===== config.mk =====
export PLATFORM = sky130hd
export DESIGN_NAME = clk_monitor
export DESIGN_NICKNAME = d
export VERILOG_FILES = /design/src/rtl/clk_mon_pkg.sv /design/src/rtl/clk_mon_edge_sync.sv /design/src/rtl/clk_monitor.sv
export SDC_FILE = /design/constraint.sdc
export NUM_CORES = 1
export LEC_CHECK = 0
export ABC_AREA = 1
export CAP_MARGIN = 10
export CORE_AREA = 8 8 66 110
export DETAILED_ROUTE_END_ITERATION = 8
export DIE_AREA = 0 0 74 118
export PLACE_DENSITY = 0.82
export SLEW_MARGIN = 20
export SYNTH_ARGS = -nofsm -noshare
export SYNTH_HDL_FRONTEND = slang
export SYNTH_HIERARCHICAL = 1
export SYNTH_SLANG_ARGS = --single-unit
export TNS_END_PERCENT = 20

===== constraint.sdc =====
create_clock -name clk -period 4.3 [get_ports clk]
set_clock_uncertainty 0.05 [all_clocks]
set_input_delay 0.86 -clock clk [delete_from_list [all_inputs] [get_ports clk]]
set_output_delay 0.86 -clock clk [all_outputs]
set_load 0.01 [all_outputs]

===== src/rtl/clk_mon_pkg.sv =====
// clk_monitor shared types and constants: FSM state encoding, default sizing,
// synchroniser depth limits.
package clk_mon_pkg;

  typedef enum logic [1:0] {
    IDLE = 2'd0,
    ARM  = 2'd1,
    MEAS = 2'd2
  } state_e;

  localparam int unsigned CNT_W_DEF       = 16;
  localparam int unsigned TIMEOUT_CYC_DEF = 32'h0000_FFF0;

  localparam int unsigned SYNC_STAGES_MIN = 2;
  localparam int unsigned SYNC_STAGES_MAX = 4;

  // Force a requested synchroniser depth into the supported range
  function automatic int unsigned clamp_stages(input int unsigned n);
    if (n < SYNC_STAGES_MIN) return SYNC_STAGES_MIN;
    if (n > SYNC_STAGES_MAX) return SYNC_STAGES_MAX;
    return n;
  endfunction

endpackage


===== src/rtl/clk_mon_edge_sync.sv =====
// N-stage synchroniser for an asynchronous input, followed by registered
// single-cycle rise/fall pulses. Input-to-pulse latency is SYNC_STAGES+1.
module clk_mon_edge_sync
  import clk_mon_pkg::*;
#(
  parameter int unsigned SYNC_STAGES = 2
) (
  input  logic clk,
  input  logic rst,
  input  logic din,
  output logic rise,
  output logic fall
);

  localparam int unsigned N = clamp_stages(SYNC_STAGES);

  logic [N-1:0] sync_q, sync_d;
  logic         prev_q, prev_d;
  logic         rise_q, rise_d;
  logic         fall_q, fall_d;

  // Shift the input through the chain and compare last stage against its delayed copy
  always_comb begin
    sync_d = {sync_q[N-2:0], din};
    prev_d = sync_q[N-1];
    rise_d = sync_q[N-1] & ~prev_q;
    fall_d = ~sync_q[N-1] & prev_q;
  end

  // Synchroniser and edge-pulse registers
  always_ff @(posedge clk) begin
    if (rst) begin
      sync_q <= '0;
      prev_q <= 1'b0;
      rise_q <= 1'b0;
      fall_q <= 1'b0;
    end else begin
      sync_q <= sync_d;
      prev_q <= prev_d;
      rise_q <= rise_d;
      fall_q <= fall_d;
    end
  end

  assign rise = rise_q;
  assign fall = fall_q;

endmodule


===== src/rtl/clk_monitor.sv =====
// clk_monitor: measures reference period, reference high time and phase lag of
// a second clock, in clk cycles. One result set per reference cycle, flagged by
// a single-cycle meas_valid strobe.
// Optional feature macro CLK_MON_PHASE_EN: when undefined, phase capture is
// removed, phase_cnt/phase_miss read 0 and clk_in_phase is ignored.
module clk_monitor
  import clk_mon_pkg::*;
#(
  parameter int unsigned CNT_W       = CNT_W_DEF,
  parameter int unsigned SYNC_STAGES = 2,
  parameter int unsigned TIMEOUT_CYC = TIMEOUT_CYC_DEF
) (
  input  logic             clk,
  input  logic             rst,
  input  logic             en,
  input  logic             clk_in_ref,
  input  logic             clk_in_phase,
  output logic [CNT_W-1:0] period_cnt,
  output logic [CNT_W-1:0] high_cnt,
  output logic [CNT_W-1:0] phase_cnt,
  output logic             phase_miss,
  output logic             meas_valid,
  output logic             err_timeout
);

  localparam logic [CNT_W-1:0] TMO = CNT_W'(TIMEOUT_CYC);

  state_e           state_q, state_d;
  logic [CNT_W-1:0] cnt_q, cnt_d;
  logic [CNT_W-1:0] high_tmp_q, high_tmp_d;
  logic             seen_fall_q, seen_fall_d;
  logic [CNT_W-1:0] period_cnt_q, period_cnt_d;
  logic [CNT_W-1:0] high_cnt_q, high_cnt_d;
  logic             meas_valid_q, meas_valid_d;
  logic             err_timeout_q, err_timeout_d;
  logic             open_win;
  logic             ref_rise, ref_fall;

  // Reference clock synchroniser and edge detector
  clk_mon_edge_sync #(
    .SYNC_STAGES(SYNC_STAGES)
  ) u_ref_sync (
    .clk (clk),
    .rst (rst),
    .din (clk_in_ref),
    .rise(ref_rise),
    .fall(ref_fall)
  );

`ifdef CLK_MON_PHASE_EN
  logic             ph_rise, ph_fall_unused;
  logic             seen_ph_q, seen_ph_d;
  logic [CNT_W-1:0] phase_tmp_q, phase_tmp_d;
  logic [CNT_W-1:0] phase_cnt_q, phase_cnt_d;
  logic             phase_miss_q, phase_miss_d;

  // Phase clock path, identical depth so relative timing is preserved
  clk_mon_edge_sync #(
    .SYNC_STAGES(SYNC_STAGES)
  ) u_ph_sync (
    .clk (clk),
    .rst (rst),
    .din (clk_in_phase),
    .rise(ph_rise),
    .fall(ph_fall_unused)
  );
`else
  logic unused_phase;
  assign unused_phase = clk_in_phase;
`endif

  // Next-state, counter and capture logic
  always_comb begin
    state_d       = state_q;
    cnt_d         = cnt_q;
    high_tmp_d    = high_tmp_q;
    seen_fall_d   = seen_fall_q;
    period_cnt_d  = period_cnt_q;
    high_cnt_d    = high_cnt_q;
    meas_valid_d  = 1'b0;
    err_timeout_d = 1'b0;
    open_win      = 1'b0;
`ifdef CLK_MON_PHASE_EN
    seen_ph_d     = seen_ph_q;
    phase_tmp_d   = phase_tmp_q;
    phase_cnt_d   = phase_cnt_q;
    phase_miss_d  = phase_miss_q;
`endif

    case (state_q)
      IDLE: begin
        cnt_d = '0;
        if (en) state_d = ARM;
      end

      ARM: begin
        if (!en) begin
          state_d = IDLE;
          cnt_d   = '0;
        end else if (ref_rise) begin
          open_win = 1'b1;
        end else if (cnt_q == TMO) begin
          err_timeout_d = 1'b1;
          cnt_d         = '0;
        end else begin
          cnt_d = cnt_q + CNT_W'(1);
        end
      end

      MEAS: begin
        if (!en) begin
          state_d = IDLE;
          cnt_d   = '0;
        end else if (ref_rise) begin
          // Closing rise publishes the window and opens the next one in the same cycle
          period_cnt_d = cnt_q;
          high_cnt_d   = high_tmp_q;
          meas_valid_d = 1'b1;
`ifdef CLK_MON_PHASE_EN
          phase_cnt_d  = seen_ph_q ? phase_tmp_q : '0;
          phase_miss_d = ~seen_ph_q;
`endif
          open_win     = 1'b1;
        end else if (cnt_q == TMO) begin
          err_timeout_d = 1'b1;
          cnt_d         = '0;
          state_d       = ARM;
        end else begin
          cnt_d = cnt_q + CNT_W'(1);
          if (ref_fall && !seen_fall_q) begin
            high_tmp_d  = cnt_q;
            seen_fall_d = 1'b1;
          end
`ifdef CLK_MON_PHASE_EN
          if (ph_rise && !seen_ph_q) begin
            phase_tmp_d = cnt_q;
            seen_ph_d   = 1'b1;
          end
`endif
        end
      end

      default: begin
        state_d = IDLE;
        cnt_d   = '0;
      end
    endcase

    // Window opening: a coincident phase rise belongs to the new window at lag 0
    if (open_win) begin
      state_d     = MEAS;
      cnt_d       = CNT_W'(1);
      high_tmp_d  = '0;
      seen_fall_d = 1'b0;
`ifdef CLK_MON_PHASE_EN
      seen_ph_d   = ph_rise;
      phase_tmp_d = '0;
`endif
    end
  end

  // State, counter and result registers
  always_ff @(posedge clk) begin
    if (rst) begin
      state_q       <= IDLE;
      cnt_q         <= '0;
      high_tmp_q    <= '0;
      seen_fall_q   <= 1'b0;
      period_cnt_q  <= '0;
      high_cnt_q    <= '0;
      meas_valid_q  <= 1'b0;
      err_timeout_q <= 1'b0;
`ifdef CLK_MON_PHASE_EN
      seen_ph_q     <= 1'b0;
      phase_tmp_q   <= '0;
      phase_cnt_q   <= '0;
      phase_miss_q  <= 1'b0;
`endif
    end else begin
      state_q       <= state_d;
      cnt_q         <= cnt_d;
      high_tmp_q    <= high_tmp_d;
      seen_fall_q   <= seen_fall_d;
      period_cnt_q  <= period_cnt_d;
      high_cnt_q    <= high_cnt_d;
      meas_valid_q  <= meas_valid_d;
      err_timeout_q <= err_timeout_d;
`ifdef CLK_MON_PHASE_EN
      seen_ph_q     <= seen_ph_d;
      phase_tmp_q   <= phase_tmp_d;
      phase_cnt_q   <= phase_cnt_d;
      phase_miss_q  <= phase_miss_d;
`endif
    end
  end

  assign period_cnt  = period_cnt_q;
  assign high_cnt    = high_cnt_q;
  assign meas_valid  = meas_valid_q;
  assign err_timeout = err_timeout_q;
`ifdef CLK_MON_PHASE_EN
  assign phase_cnt   = phase_cnt_q;
  assign phase_miss  = phase_miss_q;
`else
  assign phase_cnt   = '0;
  assign phase_miss  = 1'b0;
`endif

endmodule


==> reports/results.ini, run 1 <==
[die]
coreArea_sq_mm=0.00579
die_w_um=74
start_util=0.538
io_pins=56
num_rows=37
die_h_um=118
die-area_sq_mm=0.00873

[setup_path]
crit_arrival_ps=2670
end_kind=flip-flop
critPathKind=in2reg
reg2reg_from=state_q[0]
crit_required_ps=4530
worstPathMaxFanout=18
r2r_cells=9
r2r_end=cnt_q[13]
startpoint=en
rrSetupSlack_ps=2190
cp-start-kind=input port

[sta]
finalSetupViolations=0
hold_viol_final=0
period_needed_ps=2440
period_share=0.567
holdWs_ps=366
rsz0062_at_grt=no
tns_ps=0
max_freq_ghz=0.410
slew_violations=0

[clock_tree]
cts_hold_buf=0
cts_tree=done
clk_pin_slew_ps=70
cts_root_buf=clkbuf_8
cts_buffer_depth=2
clkLatencyLatePin_ps=350
cts_resized=0
numCtsBuffers=9
clock_sinks=74
htreeDepth=3
cts_setup_buffers=0

[logic_synthesis]
yosys.area_share.simple=0.243
syn_inst=408
synth_top_family_by_area=simple AND/OR/NAND/NOR gates
synth_enable_flop_cells=0
synth_area_sq_mm=0.00311
synth_ff_type=dfxtp_1
synth_compound_area_frac=0.119
synth_top_area_share=0.476
synth_top_cells_by_count=dfxtp_1, nand2_1, nor2_1
yosysUniqueCellTypes=29
yosysWarningCount=6
synth.area.top_cells=dfxtp_1, nand2_1, nor2_1
avgSynthCellArea_sq_um=7.63
synthArstFlopShare=0
synth-seq-cells=74
synthMuxAreaShare=0
synth_xor_xnor_area_share=0.0113
synthAdderAreaFrac=0.0201
yosysTopAreaCell=dfxtp_1
yosysSeqAreaShare=0.476

[routing]
wirelength_um=6400
vias=2527
detail-route-antenna-nets=0
drc=0
firstDrtPassIters=5
avgViaCountPerCell=4.80
drt_iter0_drc=187
wl_per_cell_um=12.1

[final_layout]
areaGrowthSynthToFinish_pct=16.7
fin_area_sq_mm=0.00363
drive_above_1_share=0.0935
nFillCells=509
final_nets=454
n_antenna_cell=0
final_util=0.627

[power]
p_total_mw=1.24
ir_drop_v=0.000254
powerDensity_mw_per_mm2=342
power.leakage_nw=1.62

[place]
finalWeightedCongestion=0.868
dpl-instance-area_sq_mm=0.00345
portBuffers=37
post-dp-hpwl_um=4630

[global_route]
grt_first_pass_wirelength_um=10700
grt_start_max_net_pins=41
globalRouteOverflowTotal=0
grt_pass1_vias=2471
antenna_found_initial=0
grt_util_all_layers=0.157

[min_path]
hold_end=u_ref_sync/rise
min_from=u_ref_sync/prev_q
min_path_cells=1
holdCritPathClass=reg2reg

[outcome]
outcome=complete, no violations

[flow_run]
drv_cap=0

## report_power, final
part | internal [mW] | total [mW] | leakage, nW | switching, mW
combinational | 0.0115 | 0.0426 | 0.927 | 0.0311
sequential | 0.689 | 0.691 | 0.597 | 0.00280
clock | 0.264 | 0.509 | 0.0958 | 0.246
total | 0.964 | 1.24 | 1.62 | 0.280
## cells in the final DEF, fill, tap and decap left out, types with 2 or more instances in the layout
cell type | netlist | layout
buf_4 | 18 | 2
inv_2 | 8 | 8
nor3b_2 | 2 | 2
nor3_1 | 2 | 2
a21oi_1 | 35 | 35
nor2_4 | 4 | 4
ha_1 | 5 | 5
nand2_2 | 6 | 6
nor2_1 | 62 | 62
nand2_1 | 74 | 74
nor2_2 | 2 | 2
xor2_1 | 4 | 4
clkdlybuf4s50_1 | 0 | 37
a31oi_1 | 2 | 2
inv_1 | 43 | 43
o21ai_0 | 34 | 34
clkinv_2 | 0 | 4
nand4_1 | 3 | 3
clkbuf_8 | 0 | 9
nand3_1 | 11 | 11
conb_1 | 1 | 17
dfxtp_1 | 74 | 74
## cell type report
type	count	area (sq um)	share of cell area
Clock inverter	6	57.6	0.0159
Multi-Input combinational cell	269	1290	0.355
Timing Repair Buffer	39	385	0.106
Clock buffer	10	128	0.0351
Tap cell	78	97.6	0.0269
Inverter	51	191	0.0527
Sequential cell	74	1480	0.408
## how the worst max path moves through the flow
stage | to | slack, ps | depth (start not counted)
finish | cnt_q[13] | 1860 | 8
CTS | cnt_q[13] | 1900 | 8
global route | cnt_q[13] | 1700 | 8
global placement | cnt_q[3] | 1560 | 8
detailed placement | cnt_q[3] | 1530 | 8
floorplan | cnt_q[3] | 2560 | 7
## flip-flops by register name, indices dropped and copies added (netlist names)
name               count
cnt_q                 16
err_timeout            1
high_cnt              16
high_tmp_q            16
meas_valid             1
period_cnt            16
seen_fall_q            1
state_q                2
u_ref_sync/fall        1
u_ref_sync/prev_q      1
u_ref_sync/rise        1
u_ref_sync/sync_q      2
## metrics by stage
stage | cells | worst slack [ps]
after global placement | 511 | 1560
final | 527 | 1860
after detailed placement | 511 | 1530
after floorplan | 424 | 2560
after global routing | 527 | 1700
after CTS | 527 | 1900
## worst max-delay path, stage by stage
cell and delay (ps):
clkdlybuf4s50_1 520, nand3_1 190, nand2_1 100, inv_2 250
nand3_1 250, nor2_1 290, o21ai_1 110, nor2_1 90
## cell families after synthesis
group           Yosys count
fa+ha+maj                 5
flops                    74
compound gates           73
xor+xnor                  4
other cells               1
buf+inv                  81
simple gates            170
## routing by layer
layer / track usage / vias to the layer above / wire [um]
li1: - / 1309 / -
met1: 0.152 / 1140 / 2410
met2: 0.271 / 64 / 3410
met3: 0.0520 / 14 / 379
met4: 0.0982 / 0 / 198
met5: 0 / - / 0
No activity file was read; power rests on OpenSTA's default activity.
==> run 2: changes to the inputs <==
--- a/config.mk
+++ b/config.mk
@@ -7,10 +7,10 @@
 export LEC_CHECK = 0
 export ABC_AREA = 1
 export CAP_MARGIN = 10
-export CORE_AREA = 8 8 66 110
+export CORE_AREA = 8 8 68 114
 export DETAILED_ROUTE_END_ITERATION = 8
-export DIE_AREA = 0 0 74 118
-export PLACE_DENSITY = 0.82
+export DIE_AREA = 0 0 76 122
+export PLACE_DENSITY = 0.77
 export SLEW_MARGIN = 20
 export SYNTH_ARGS = -nofsm -noshare
 export SYNTH_HDL_FRONTEND = slang
==> constraint.sdc (replaced) <==
create_clock -name clk -period 2.5 [get_ports clk]
set_clock_uncertainty 0.05 [all_clocks]
set_input_delay 0.5 -clock clk [delete_from_list [all_inputs] [get_ports clk]]
set_output_delay 0.5 -clock clk [all_outputs]
set_load 0.01 [all_outputs]
==> reports/results.ini, run 2 (same netlist as run 1, synthesis figures left out) <==
[clock_tree]
cts_setup_buffers=0  ; unchanged
clk_pin_slew_ps=70  ; about the same
cts_tree=done  ; unchanged
cts_root_buf=clkbuf_8  ; unchanged
cts_hold_buf=0  ; unchanged
htreeDepth=3  ; unchanged
numCtsBuffers=9  ; unchanged
cts_buffer_depth=2  ; unchanged
clkLatencyLatePin_ps=340  ; was 350 ps
cts_resized=0  ; unchanged
clock_sinks=74  ; unchanged

[setup_path]
crit_arrival_ps=2080  ; was 2670 ps
cp-start-kind=input port  ; unchanged
end_kind=flip-flop  ; unchanged
crit_path_max_incr_delay_ps=600  ; was 520 ps
slowest_stage=clkdlybuf4s50_1  ; unchanged
critPathKind=in2reg  ; unchanged
cp_cell_sequence=clkdlybuf4s50_1 -> nand2_2 -> nor2_1 -> nand3_4 -> nand2_1 -> nand2_1 -> nor2_1  ; was clkdlybuf4s50_1 -> nand3_1 -> nand2_1 -> inv_2 -> nand3_1 -> nor2_1 -> o21ai_1 -> nor2_1
crit_required_ps=2720  ; was 4530 ps
worstPathMaxFanout=33  ; was 18

[global_route]
grt_first_pass_wirelength_um=10600  ; was 10700 um
globalRouteOverflowTotal=0  ; unchanged
grt_util_all_layers=0.140  ; was 0.157
grt_start_max_net_pins=34  ; was 41
grt_pass1_vias=2477  ; was 2471
antenna_found_initial=0  ; unchanged

[die]
start_util=0.507  ; was 0.538
die_w_um=76  ; was 74 um
num_rows=38  ; was 37
io_pins=56  ; unchanged
die-area_sq_mm=0.00927  ; was 0.00873 sq mm
coreArea_sq_mm=0.00613  ; was 0.00579 sq mm
die_h_um=122  ; was 118 um

[sta]
hold_viol_final=0  ; unchanged
rsz0062_at_grt=no  ; unchanged
period_needed_ps=1860
max_freq_ghz=0.538
finalSetupViolations=0  ; unchanged
setup_slack_ps=642  ; was 1860 ps
holdWs_ps=357  ; was 366 ps
period_share=0.743
tns_ps=0  ; unchanged
slew_violations=0  ; unchanged

[power]
ir_drop_v=0.000534  ; was 0.000254 V
power.leakage_nw=1.65  ; was 1.62 nW
powerDensity_mw_per_mm2=598  ; was 342 mW/mm^2

[routing]
drt_iter0_drc=158  ; was 187
firstDrtPassIters=4  ; was 5
detail-route-antenna-nets=0  ; unchanged
wirelength_um=6210  ; was 6400 um
avgViaCountPerCell=4.70  ; was 4.80
vias=2501  ; was 2527
wl_per_cell_um=11.7  ; was 12.1 um
drc=0  ; unchanged

[final_layout]
n_antenna_cell=0  ; unchanged
final_nets=457  ; was 454
regArea_sq_mm=0.00148  ; unchanged
nFillCells=557  ; was 509
final_cell_mix=nand2_1, dfxtp_1, nor2_1  ; unchanged
multi_input_area_sq_mm=0.00129  ; unchanged
areaGrowthSynthToFinish_pct=18.1  ; was 16.7%
drive_above_1_share=0.0996  ; was 0.0935

[place]
finalWeightedCongestion=0.799  ; was 0.868
post-place-ws_ps=316  ; was 1530 ps
portBuffers=37  ; unchanged
post-dp-hpwl_um=4530  ; was 4630 um

[min_path]
holdCritPathClass=reg2reg  ; unchanged

[flow_run]
drv_cap=0  ; unchanged

[outcome]
outcome=complete, no violations  ; unchanged

[run 2: cell types whose count changed in the layout (fill, tap and decap cells not counted), sizes merged]
cell / previous run / this run
clkinvlp: 1 / 0
clkbuf: 10 / 12
clkinv: 4 / 2
buf: 2 / 5
inv: 51 / 52
[run 2: layout make-up]
cell class	instances	share of cell area
multi-input combinational	269	0.351
inverter	51	0.0521
sequential	74	0.403
timing repair buffer	42	0.111
clock buffer	12	0.0422
tap	80	0.0272
clock inverter	4	0.0133
[run 2: through the flow]
| step | instance area, sq um | util | instances | total power [mW] |
|---|---|---|---|---|
| after global placement | 3470 | 0.566 | 516 | 1.29 |
| after floorplan | 3170 | - | 424 | 1.29 |
| after global routing | 3670 | 0.599 | 532 | 2.28 |
| final | 3670 | 0.599 | 532 | 2.20 |
| after CTS | 3670 | 0.599 | 532 | 2.22 |
| after detailed placement | 3470 | 0.566 | 516 | 1.29 |
[run 2: path summary, 6_finish.rpt]
kind,from,endpoint,slack [ps],depth (start not counted)
worst min register to register,u_ref_sync/sync_q[0],u_ref_sync/sync_q[1],360,2
worst min-delay path,u_ref_sync/sync_q[0],u_ref_sync/sync_q[1],360,2
worst max-delay path,en,high_tmp_q[9],640,7
worst max register to register,state_q[0],cnt_q[3],660,9
[run 2: worst max-delay path, delay by kind of cell]
family | cells | cell delay, ps
and+or+nand+nor | 6 | 960
buffers and inverters | 1 | 600
[run 2: where the power goes]
| group | switching (mW) | leakage (nW) | internal (mW) |
|---|---|---|---|
| sequential | 0.00472 | 0.597 | 1.18 |
| clock | 0.418 | 0.107 | 0.516 |
| combinational | 0.0522 | 0.942 | 0.0216 |
| total | 0.474 | 1.65 | 1.72 |
[run 2: per-layer routing]
layer | vias up | routed length, um | track usage
met5 | - | 0 | 0
met3 | 12 | 321 | 0.0509
met2 | 60 | 3290 | 0.265
met4 | 0 | 197 | 0.0778
li1 | 1317 | - | -
met1 | 1112 | 2410 | 0.123
